**config.mk**
```make
export PLATFORM = sky130hd
export DESIGN_NAME = if_fetch_unit
export DESIGN_NICKNAME = d
export VERILOG_FILES = /design/src/rtl/if_fetch_unit.sv
export SDC_FILE = /design/constraint.sdc
export NUM_CORES = 1
export LEC_CHECK = 0
export CORE_ASPECT_RATIO = 1.1
export CORE_UTILIZATION = 54
export CTS_CLUSTER_DIAMETER = 150
export DETAILED_ROUTE_END_ITERATION = 10
export GPL_ROUTABILITY_DRIVEN = 0
export GPL_TIMING_DRIVEN = 0
export PLACE_DENSITY_LB_ADDON = 0.2
export SLEW_MARGIN = 20
export SYNTH_ARGS = -nofsm -noshare
export SYNTH_HDL_FRONTEND = slang
export SYNTH_SLANG_ARGS = --single-unit
```
**constraint.sdc**
```tcl
create_clock -name clk -period 10.7 [get_ports clk]
set_input_delay 3.21 -clock clk [delete_from_list [all_inputs] [get_ports clk]]
set_output_delay 3.21 -clock clk [all_outputs]
set_load 0.1 [all_outputs]
```
**src/rtl/if_fetch_unit.sv**
```systemverilog
// if_fetch_unit: IF stage owning the PC; fetches over req/ack, hands instr/pc to ID, honours EX redirects.
// Optional FETCH_BUF_EN adds a one-entry fetch buffer so back-to-back fetches overlap ID stalls.
module if_fetch_unit #(
  parameter int DATA_SIZE = 32,
  parameter logic [DATA_SIZE-1:0] RESET_PC = '0
) (
  input  logic                 clk,
  input  logic                 rst,
  output logic                 im_req,
  output logic [DATA_SIZE-1:0] im_addr,
  input  logic                 im_ack,
  input  logic [DATA_SIZE-1:0] im_rdata,
  input  logic                 redirect_valid,
  input  logic [DATA_SIZE-1:0] redirect_addr,
  input  logic                 id_stall,
  output logic                 if_valid,
  output logic [DATA_SIZE-1:0] if_pc,
  output logic [DATA_SIZE-1:0] if_next_pc,
  output logic [DATA_SIZE-1:0] if_instr,
  output logic                 fetch_busy
);
  typedef enum logic [1:0] {IDLE, REQ, HOLD, FLUSH} state_t;
  state_t state;
  logic [DATA_SIZE-1:0] pc_reg, saved, target, pc_inc;
  logic consume, unused_lo;
`ifdef FETCH_BUF_EN
  logic [DATA_SIZE-1:0] fb_instr, fb_pc;
`endif
  assign target     = {redirect_addr[DATA_SIZE-1:2], 2'b00};
  assign unused_lo  = ^redirect_addr[1:0];
  assign pc_inc     = pc_reg + DATA_SIZE'(4);
  assign consume    = if_valid && !id_stall;
  assign if_next_pc = if_pc + DATA_SIZE'(4);
  assign fetch_busy = im_req && !im_ack;
  // With the buffer enabled, HOLD means "buffer full": leaving HOLD empties it.
  always_ff @(posedge clk or posedge rst) begin
    if (rst) begin
      state    <= IDLE;
      pc_reg   <= RESET_PC;
      saved    <= '0;
      im_req   <= 1'b0;
      im_addr  <= '0;
      if_valid <= 1'b0;
      if_pc    <= '0;
      if_instr <= '0;
`ifdef FETCH_BUF_EN
      fb_instr <= '0;
      fb_pc    <= '0;
`endif
    end else if (redirect_valid) begin
      if_valid <= 1'b0;
      if (state == FLUSH || (state == REQ && !im_ack)) begin
        saved <= target;
        state <= FLUSH;
      end else begin
        pc_reg  <= target;
        im_addr <= target;
        im_req  <= 1'b1;
        state   <= REQ;
      end
    end else begin
      case (state)
        IDLE: begin
          im_req  <= 1'b1;
          im_addr <= pc_reg;
          state   <= REQ;
        end
        REQ: begin
`ifdef FETCH_BUF_EN
          if (consume) if_valid <= 1'b0;
`endif
          if (im_ack) begin
            pc_reg <= pc_inc;
`ifdef FETCH_BUF_EN
            if (if_valid && id_stall) begin
              fb_instr <= im_rdata;
              fb_pc    <= pc_reg;
              im_req   <= 1'b0;
              state    <= HOLD;
            end else begin
              if_instr <= im_rdata;
              if_pc    <= pc_reg;
              if_valid <= 1'b1;
              im_addr  <= pc_inc;
            end
`else
            if_instr <= im_rdata;
            if_pc    <= pc_reg;
            if_valid <= 1'b1;
            im_req   <= 1'b0;
            state    <= HOLD;
`endif
          end
        end
        HOLD: if (consume) begin
`ifdef FETCH_BUF_EN
          if_instr <= fb_instr;
          if_pc    <= fb_pc;
`else
          if_valid <= 1'b0;
`endif
          im_req  <= 1'b1;
          im_addr <= pc_reg;
          state   <= REQ;
        end
        FLUSH: if (im_ack) begin
          pc_reg  <= saved;
          im_addr <= saved;
          state   <= REQ;
        end
        default: state <= IDLE;
      endcase
    end
  end
endmodule

```
---- After elaboration in Yosys (flattened, before gate mapping) ----
Cells that the tools add are included.
operators by class
  bitwise operators ....................... 1
  eq/ne operators ......................... 7
  mux-type cells .......................... 23
  reduce and logical (&&, ||, !) cells .... 18
  $add $sub $neg .......................... 2
operators with widths
  kind                   count
  $mux 32                6
  $pmux 32 s3            1
  $add 32x3->32 const B  2
  $pmux 32 s2            1
  $reduce_and 4->1       3
  $mux 2                 5
  $ne 3x3->1 const B     3
  $reduce_and 3->1       3
  $pmux 2 s4             1
  $reduce_bool 4->1      2
  $mux 1                 7
  $reduce_bool 3->1      2
  $eq 2x2->1 const B     2
  $logic_and 1x1->1      3
  $pmux 1 s3             1
  $eq 2x1->1 const B     1
  $logic_not 1->1        2
  $logic_not 2->1        1
  $ne 2x2->1 const B     1
  $pmux 1 s2             1
  $reduce_and 2->1       1
  $logic_or 1x1->1       1
  $not 1->1              1
word-level totals
  bits of input ports ..................... 69
  logic and storage cells ................. 59
  output and inout port bits .............. 131
  flip-flop bits (word level) ............. 162

---- Longest topological paths before layout ----
Gate-level depths: netlist of run 1.
  depth after elaboration ................. 5
  depth in mapped cells ................... 9
  depth with buffers taken out ............ 6

---- Worst setup path before layout of run 1 ----
OpenSTA, ideal clock, no wires.
  path kind ............................... input -> output
  start ................................... input port im_ack
  end ..................................... output port fetch_busy
  data arrival time ....................... 4734 ps
  data required time ...................... 7490 ps
  slack ................................... 2756 ps
  path buffers ............................ 1
  stages on the path ...................... 2
  cell sequence ........................... clkbuf_1 > nor2b_1
on the way
  longest elaborated chain between the ends .. 2
ends and longest elaborated chain
  item                RTL line  text
  start: declaration  11        input logic im_ack,
  $logic_not 1->1     34        assign fetch_busy = im_req && !im_ack;
  $logic_and 1x1->1   34
  end: declaration    20        output logic fetch_busy
No other way between the ends.

---- Worst setup path after layout of run 1 ----
Same ends and word-level chain as after synthesis.

==> results.rst, run 1 <==
.. list-table::
   :header-rows: 1

   * - Metric
     - Value
   * - Global-route wire length before repair
     - 37400 um
   * - Max Clock Skew
     - 7.39 ps
   * - Multiplexer fraction of the synthesized cell area
     - 0.146
   * - Layout-stage area growth over the synthesis result
     - 35.0%
   * - Vias per cell
     - 5.92
   * - Detail Route Antenna Nets
     - 0
   * - Initial antenna violation count
     - 0
   * - Number of port buffers
     - 192
   * - XOR/XNOR Fraction of Synth Area
     - 0.0389
   * - Area of combinational cells with multiple inputs
     - 3860 um2
   * - Largest net degree at the start of global routing
     - 81
   * - Slew at the pin with the worst max-slew slack
     - 994 ps
   * - WL per Instance
     - 19.2 um
   * - Root buf cell
     - clkbuf_16
   * - Number of remaining DRC errors
     - 0
   * - CP Launch Type
     - input port
   * - Area fraction in and, or, nand and nor cells after synthesis
     - 0.163
   * - Die Wd
     - 119 um
   * - Final antenna diode count
     - 0
   * - Total wire length
     - 23800 um
   * - Die area
     - 15500 um2
   * - Worst Setup Path Type
     - input port to primary output
   * - EDFF count, synth
     - 0
   * - Setup repair after global routing missed its margin
     - false
   * - Compound-Gate Fraction of Synth Area
     - 0.124
   * - Achievable frequency
     - 0.125 GHz
   * - Largest register FFs
     - 32
   * - Floorplan Core Area
     - 14600 um2
   * - Final slew viol count
     - 0
   * - Share of the clock period used by the worst path
     - 0.746
   * - Resized Gates After CTS
     - 0
   * - Clock Sinks
     - 157
   * - Largest cells by area after synthesis
     - dfrtp_1, mux2_2, nand2_1
   * - Filler cells
     - 1034
   * - Path type of the worst min-delay path
     - register to register
   * - Fraction of the yosys area taken by sequential cells
     - 0.485
   * - R2R Path Start
     - state[0]$_DFFE_PP0P_
   * - Clock period minus final worst setup slack
     - 7980 ps
   * - I/O pins
     - 200
   * - Initial core utilization
     - 0.556
   * - Insertion delay of the later-clocked pin in the worst-skew pair
     - 430 ps
   * - Storage element area
     - 3930 um2
   * - H-tree depth
     - 4
   * - Most frequently used flop master after synthesis
     - dfrtp_1
   * - Overflow left after global routing
     - 0
   * - Startpoint of the worst hold path
     - im_addr[4]$_DFFE_PP0P_
   * - CP Max Fanout
     - 10
   * - Result of the run
     - finished, final reports clean
   * - Number of setup buffers added after CTS
     - 0
   * - Top reg by flops
     - if_instr
   * - Combined global-route utilization of all metal layers
     - 0.317
   * - Hold buffers post-CTS
     - 0
   * - Library cells used by synthesis
     - 67
   * - Cells on Worst Hold Path
     - 2
   * - Clock tree from TritonCTS
     - done
   * - Data required time at the worst endpoint
     - 7490 ps
   * - Buffer levels on the longest clock path
     - 2
   * - Overall via count from detail_route
     - 7353
   * - Async SR Flop Fraction
     - 1.00
   * - # rows
     - 46
   * - Average size of a mapped cell
     - 9.85 um2
   * - Die Y
     - 130 um
   * - Largest registers in the final layout
     - if_instr: 32 flops, im_addr: 31 flops
   * - Detail Placement HPWL
     - 17000 um
   * - Final total negative setup slack
     - 0 ps
   * - Kind of end point of the critical path
     - primary output
   * - Final-report setup violation count
     - 0
   * - Post-synth top area cell
     - dfrtp_1
   * - Area of the mapped netlist
     - 8100 um2
   * - Combinational family with the most area after synthesis
     - simple AND/OR/NAND/NOR gates
   * - Count of max-cap constraint violations
     - 0
   * - Nets
     - 1108
   * - Worst max-slew margin expressed relative to the limit
     - 0.335
   * - Cts bufs inserted
     - 17
   * - Share of post-route cells with drive strength above 1
     - 0.133
   * - Share of the synthesized area in the top cell type
     - 0.485
   * - Drt pass-1 iters
     - 8
   * - YS warnings
     - 0
   * - Register bit total from synthesis
     - 157
   * - Post-CTS clock slew at the launch and capture registers of the worst setup and hold paths
     - 60 ps
   * - Cells after synthesis
     - 822
   * - WP data arrival
     - 4770 ps
   * - Launching element of the worst setup path
     - im_ack
   * - Via count of the first global-routing pass
     - 6941
   * - Area share of fa/ha/maj cells after synthesis
     - 0.00309
   * - Count of cells along the worst register-to-register path
     - 6
   * - Number of DRC markers in iteration 0
     - 764
   * - Final-report hold violation count
     - 0
[cell usage in the layout (no fill, tap or decap), types with 16 or more instances in the layout]
cell type        count
nand2_1            115
xnor2_1             22
nor2_1              55
o21ai_0             65
nand3_1             34
mux2_1              16
dfrtp_1            157
mux2_2              79
clkdlybuf4s50_1    192
clkbuf_16           17
a21oi_1             62
clkbuf_1            32
[through the flow]
step	cell area, um2	setup slack [ps]	hold WS [ps]	instances	utilization
after detailed placement	10300	2740	467	1210	0.708
after global placement	10300	1190	468	1209	0.705
after floorplan	8110	2760	449	825	-
after global routing	10900	2640	505	1242	0.751
after CTS	10900	2740	488	1242	0.751
final	10900	2720	479	1242	0.751
[layer usage]
layer	track usage	wire length (um)	vias up
met3	0.0747	2140	68
met2	0.502	11100	430
met1	0.413	9780	3525
met4	0.156	833	0
li1	-	-	3330
met5	0	0	-
[worst paths after layout]
| check | end | slack, ps |
|---|---|---|
| worst max-delay path | fetch_busy | 2720 |
| worst min-delay path | im_addr[4]$_DFFE_PP0P_ | 480 |
| worst max register to register | if_pc[6]$_DFFE_PP0P_ | 7890 |
| worst min register to register | im_addr[4]$_DFFE_PP0P_ | 480 |
| max in group asynchronous | if_instr[29]$_DFFE_PP0P_ | 6690 |
| min in group asynchronous | if_instr[11]$_DFFE_PP0P_ | 3230 |
[worst max-delay path: stages]
cell	delay (ps)
clkbuf_1	220
nor2b_1	180
clkdlybuf4s50_1	1150
[cell usage after synthesis, drive strengths merged, types with 3 or more instances]
| cell | count |
|---|---|
| o31ai | 4 |
| nand3 | 34 |
| a31oi | 3 |
| and2 | 5 |
| nand2b | 4 |
| nor4b | 4 |
| dfrtp | 157 |
| or3 | 7 |
| buf | 24 |
| and3 | 9 |
| nand4 | 12 |
| o211ai | 3 |
| o21ai | 67 |
| xor2 | 14 |
| o311ai | 3 |
| mux2 | 96 |
| nor3 | 14 |
| xnor2 | 22 |
| a21oi | 63 |
| inv | 13 |
| mux2i | 10 |
| nor2b | 4 |
| and4 | 6 |
| nor4 | 4 |
| nor2 | 56 |
| o22ai | 4 |
| a211o | 3 |
| clkbuf | 30 |
| nand2 | 115 |
[area by class of cell]
| type | count | area share |
|---|---|---|
| Timing Repair Buffer | 193 | 0.178 |
| Clock inverter | 13 | 0.0174 |
| Clock buffer | 19 | 0.0396 |
| Sequential cell | 157 | 0.359 |
| Tap cell | 192 | 0.0220 |
| Inverter | 14 | 0.00550 |
| Multi-Input combinational cell | 600 | 0.353 |
| Buffer | 54 | 0.0243 |
[logic make-up (layout without fill, tap and decap cells)]
group,count (synthesis),count (layout)
fa+ha+maj,2,2
other cells,1,4
compound gates,173,173
flops,157,157
xor+xnor,36,36
simple gates,279,279
buf+inv,68,293
mux,106,106
Power of run 1 is left out: the tool's default activity adds up to more than one toggle a clock period on the data nets, which glitch-free logic cannot reach.
==> inputs of run 2 (changes only) <==
--- a/config.mk
+++ b/config.mk
@@ -6,7 +6,7 @@
 export NUM_CORES = 1
 export LEC_CHECK = 0
 export CORE_ASPECT_RATIO = 1.1
-export CORE_UTILIZATION = 54
+export CORE_UTILIZATION = 50
 export CTS_CLUSTER_DIAMETER = 150
 export DETAILED_ROUTE_END_ITERATION = 10
 export GPL_ROUTABILITY_DRIVEN = 0
==> constraint.sdc (replaced) <==
create_clock -name clk -period 7.5 [get_ports clk]
set_input_delay 2.25 -clock clk [delete_from_list [all_inputs] [get_ports clk]]
set_output_delay 2.25 -clock clk [all_outputs]
set_load 0.1 [all_outputs]
==> run 2 against run 1 <==
Compared with the run above: utilization shrank 5.7 points; hold slack gained 7.7 ps; first-iteration DRC count rose by 6.5%; count of clock-buffer cells in the layout unchanged; sequential share of layout area is essentially flat; wire length is 0.48% higher; global-route usage decreased by 1.7 points; critical path type unchanged; critical endpoint unchanged; highest routed layer unchanged.
==> results.rst, run 2 (synthesized netlist as in run 1, its figures left out) <==
.. list-table::
   :header-rows: 1

   * - Metric
     - Value
   * - Result of the run
     - finished, final reports clean
   * - Share of the clock period used by the worst path
     - 0.807
   * - Final hold slack
     - 487 ps
   * - Detail Route Antenna Nets
     - 0
   * - Max Clock Skew
     - 6.44 ps
   * - Global Route met2 Usage
     - 0.460
   * - # rows
     - 48
   * - Hold buffers post-CTS
     - 0
   * - Number of DRC markers in iteration 0
     - 814
   * - Drt pass-1 iters
     - 7
   * - Data required time at the worst endpoint
     - 5250 ps
   * - Setup repair after global routing missed its margin
     - false
   * - Resized Gates After CTS
     - 0
   * - R2R Path Start
     - state[0]$_DFFE_PP0P_
   * - Insertion delay of the later-clocked pin in the worst-skew pair
     - 430 ps
   * - Initial core utilization
     - 0.515
   * - Launching element of the worst setup path
     - im_ack
   * - Number of port buffers
     - 192
   * - Total wire length
     - 23900 um
   * - WL per Instance
     - 19.1 um
   * - Number of setup buffers added after CTS
     - 0
   * - Met1 Usage GRT
     - 0.393
   * - Path type of the worst min-delay path
     - register to register
   * - Slew at the pin with the worst max-slew slack
     - 997 ps
   * - Kind of end point of the critical path
     - primary output
   * - Global-route wire length before repair
     - 37400 um
   * - Overflow left after global routing
     - 0
   * - Root buf cell
     - clkbuf_16
   * - GRT Max-Usage Layer
     - met2
   * - Cts bufs inserted
     - 17
   * - Count of max-cap constraint violations
     - 0
   * - Final antenna diode count
     - 0
   * - Post-CTS clock slew at the launch and capture registers of the worst setup and hold paths
     - 60 ps
   * - Die Y
     - 135 um
   * - Worst max-slew margin expressed relative to the limit
     - 0.333
   * - WP data arrival
     - 3800 ps
   * - Buffer levels on the longest clock path
     - 2
   * - Met3 Resource Use GR
     - 0.0838
   * - Nets
     - 1108
   * - Die area
     - 16700 um2
   * - Worst-case setup slack after placement
     - 1470 ps
   * - CP Launch Type
     - input port
   * - Initial antenna violation count
     - 0
   * - Top library cells by usage in the layout, fill and taps aside
     - clkdlybuf4s50_1, dfrtp_1, nand2_1
   * - Final slew viol count
     - 0
   * - Count of cells along the worst register-to-register path
     - 7
   * - Clock tree from TritonCTS
     - done
   * - Largest registers in the final layout
     - if_instr: 32 flops, im_addr: 31 flops
   * - Die Wd
     - 123 um
   * - Combined global-route utilization of all metal layers
     - 0.299
   * - Setup ws final
     - 1450 ps
   * - Worst Setup Path Type
     - input port to primary output
   * - Final-report hold violation count
     - 0
   * - Final-report setup violation count
     - 0
   * - Via count of the first global-routing pass
     - 7047
   * - H-tree depth
     - 4
   * - Share of post-route cells with drive strength above 1
     - 0.133
   * - R2R Setup Slk
     - 4650 ps
   * - Floorplan Core Area
     - 15700 um2
   * - Top reg by flops
     - if_instr
   * - Clock period minus final worst setup slack
     - 6050 ps
   * - I/O pins
     - 200
   * - Overall via count from detail_route
     - 7317
   * - Number of remaining DRC errors
     - 0
   * - Filler cells
     - 1250
   * - Largest net degree at the start of global routing
     - 108
   * - Achievable frequency
     - 0.165 GHz
   * - Startpoint of the worst hold path
     - im_addr[6]$_DFFE_PP0P_
   * - Vias per cell
     - 5.85
   * - Clock Sinks
     - 157
   * - Cells on Worst Hold Path
     - 2
   * - CP Max Fanout
     - 10
   * - Layout-stage area growth over the synthesis result
     - 34.8%
   * - Detail Placement HPWL
     - 17100 um
   * - Largest register FFs
     - 32
   * - Leading cell type in the layout, fill and taps excluded
     - clkdlybuf4s50_1
-- run 2: cell types whose count changed in the layout (fill, tap and decap cells not counted), sizes merged --
| cell | previous run | this run |
|---|---|---|
| clkinvlp | 4 | 3 |
| clkinv | 4 | 6 |
| bufinv | 4 | 3 |
-- run 2: cell type report --
cell class	instances	area (um2)	area share
Timing Repair Buffer	193	1950	0.179
Inverter	14	60.1	0.00550
Clock inverter	13	166	0.0152
Multi-Input combinational cell	600	3860	0.354
Buffer	54	265	0.0243
Tap cell	200	250	0.0229
Clock buffer	19	433	0.0397
Sequential cell	157	3930	0.360
-- run 2: through the flow --
stage / TNS (ps) / std cells / utilization / cell area (um2)
2_1_floorplan: 0 / 825 / - / 8110
3_3_place_gp: -177740 / 1217 / 0.653 / 10300
3_5_place_dp: 0 / 1218 / 0.656 / 10300
4_1_cts: 0 / 1250 / 0.694 / 10900
5_1_grt: 0 / 1250 / 0.694 / 10900
6_report: 0 / 1250 / 0.694 / 10900
-- run 2: worst max-delay path, stage by stage --
cell and delay (ps):
clkbuf_1 230, nor2b_1 180, clkdlybuf4s50_1 1140
-- run 2: final timing paths --
kind | to
setup / recovery | fetch_busy
hold / removal | im_addr[6]$_DFFE_PP0P_
setup reg to reg | if_pc[6]$_DFFE_PP0P_
hold reg to reg | im_addr[6]$_DFFE_PP0P_
max in group asynchronous | saved[12]$_DFFE_PP0P_
min in group asynchronous | if_valid$_DFFE_PP0P_
-- run 2: metal layers --
metal / vias up / wire length [um] / share of wire
met2: 417 / 10900 / 0.45
met4: 0 / 786 / 0.033
met5: - / 0 / 0
li1: 3345 / - / -
met3: 64 / 2520 / 0.11
met1: 3491 / 9740 / 0.41
Power of run 2 is left out for the same reason.
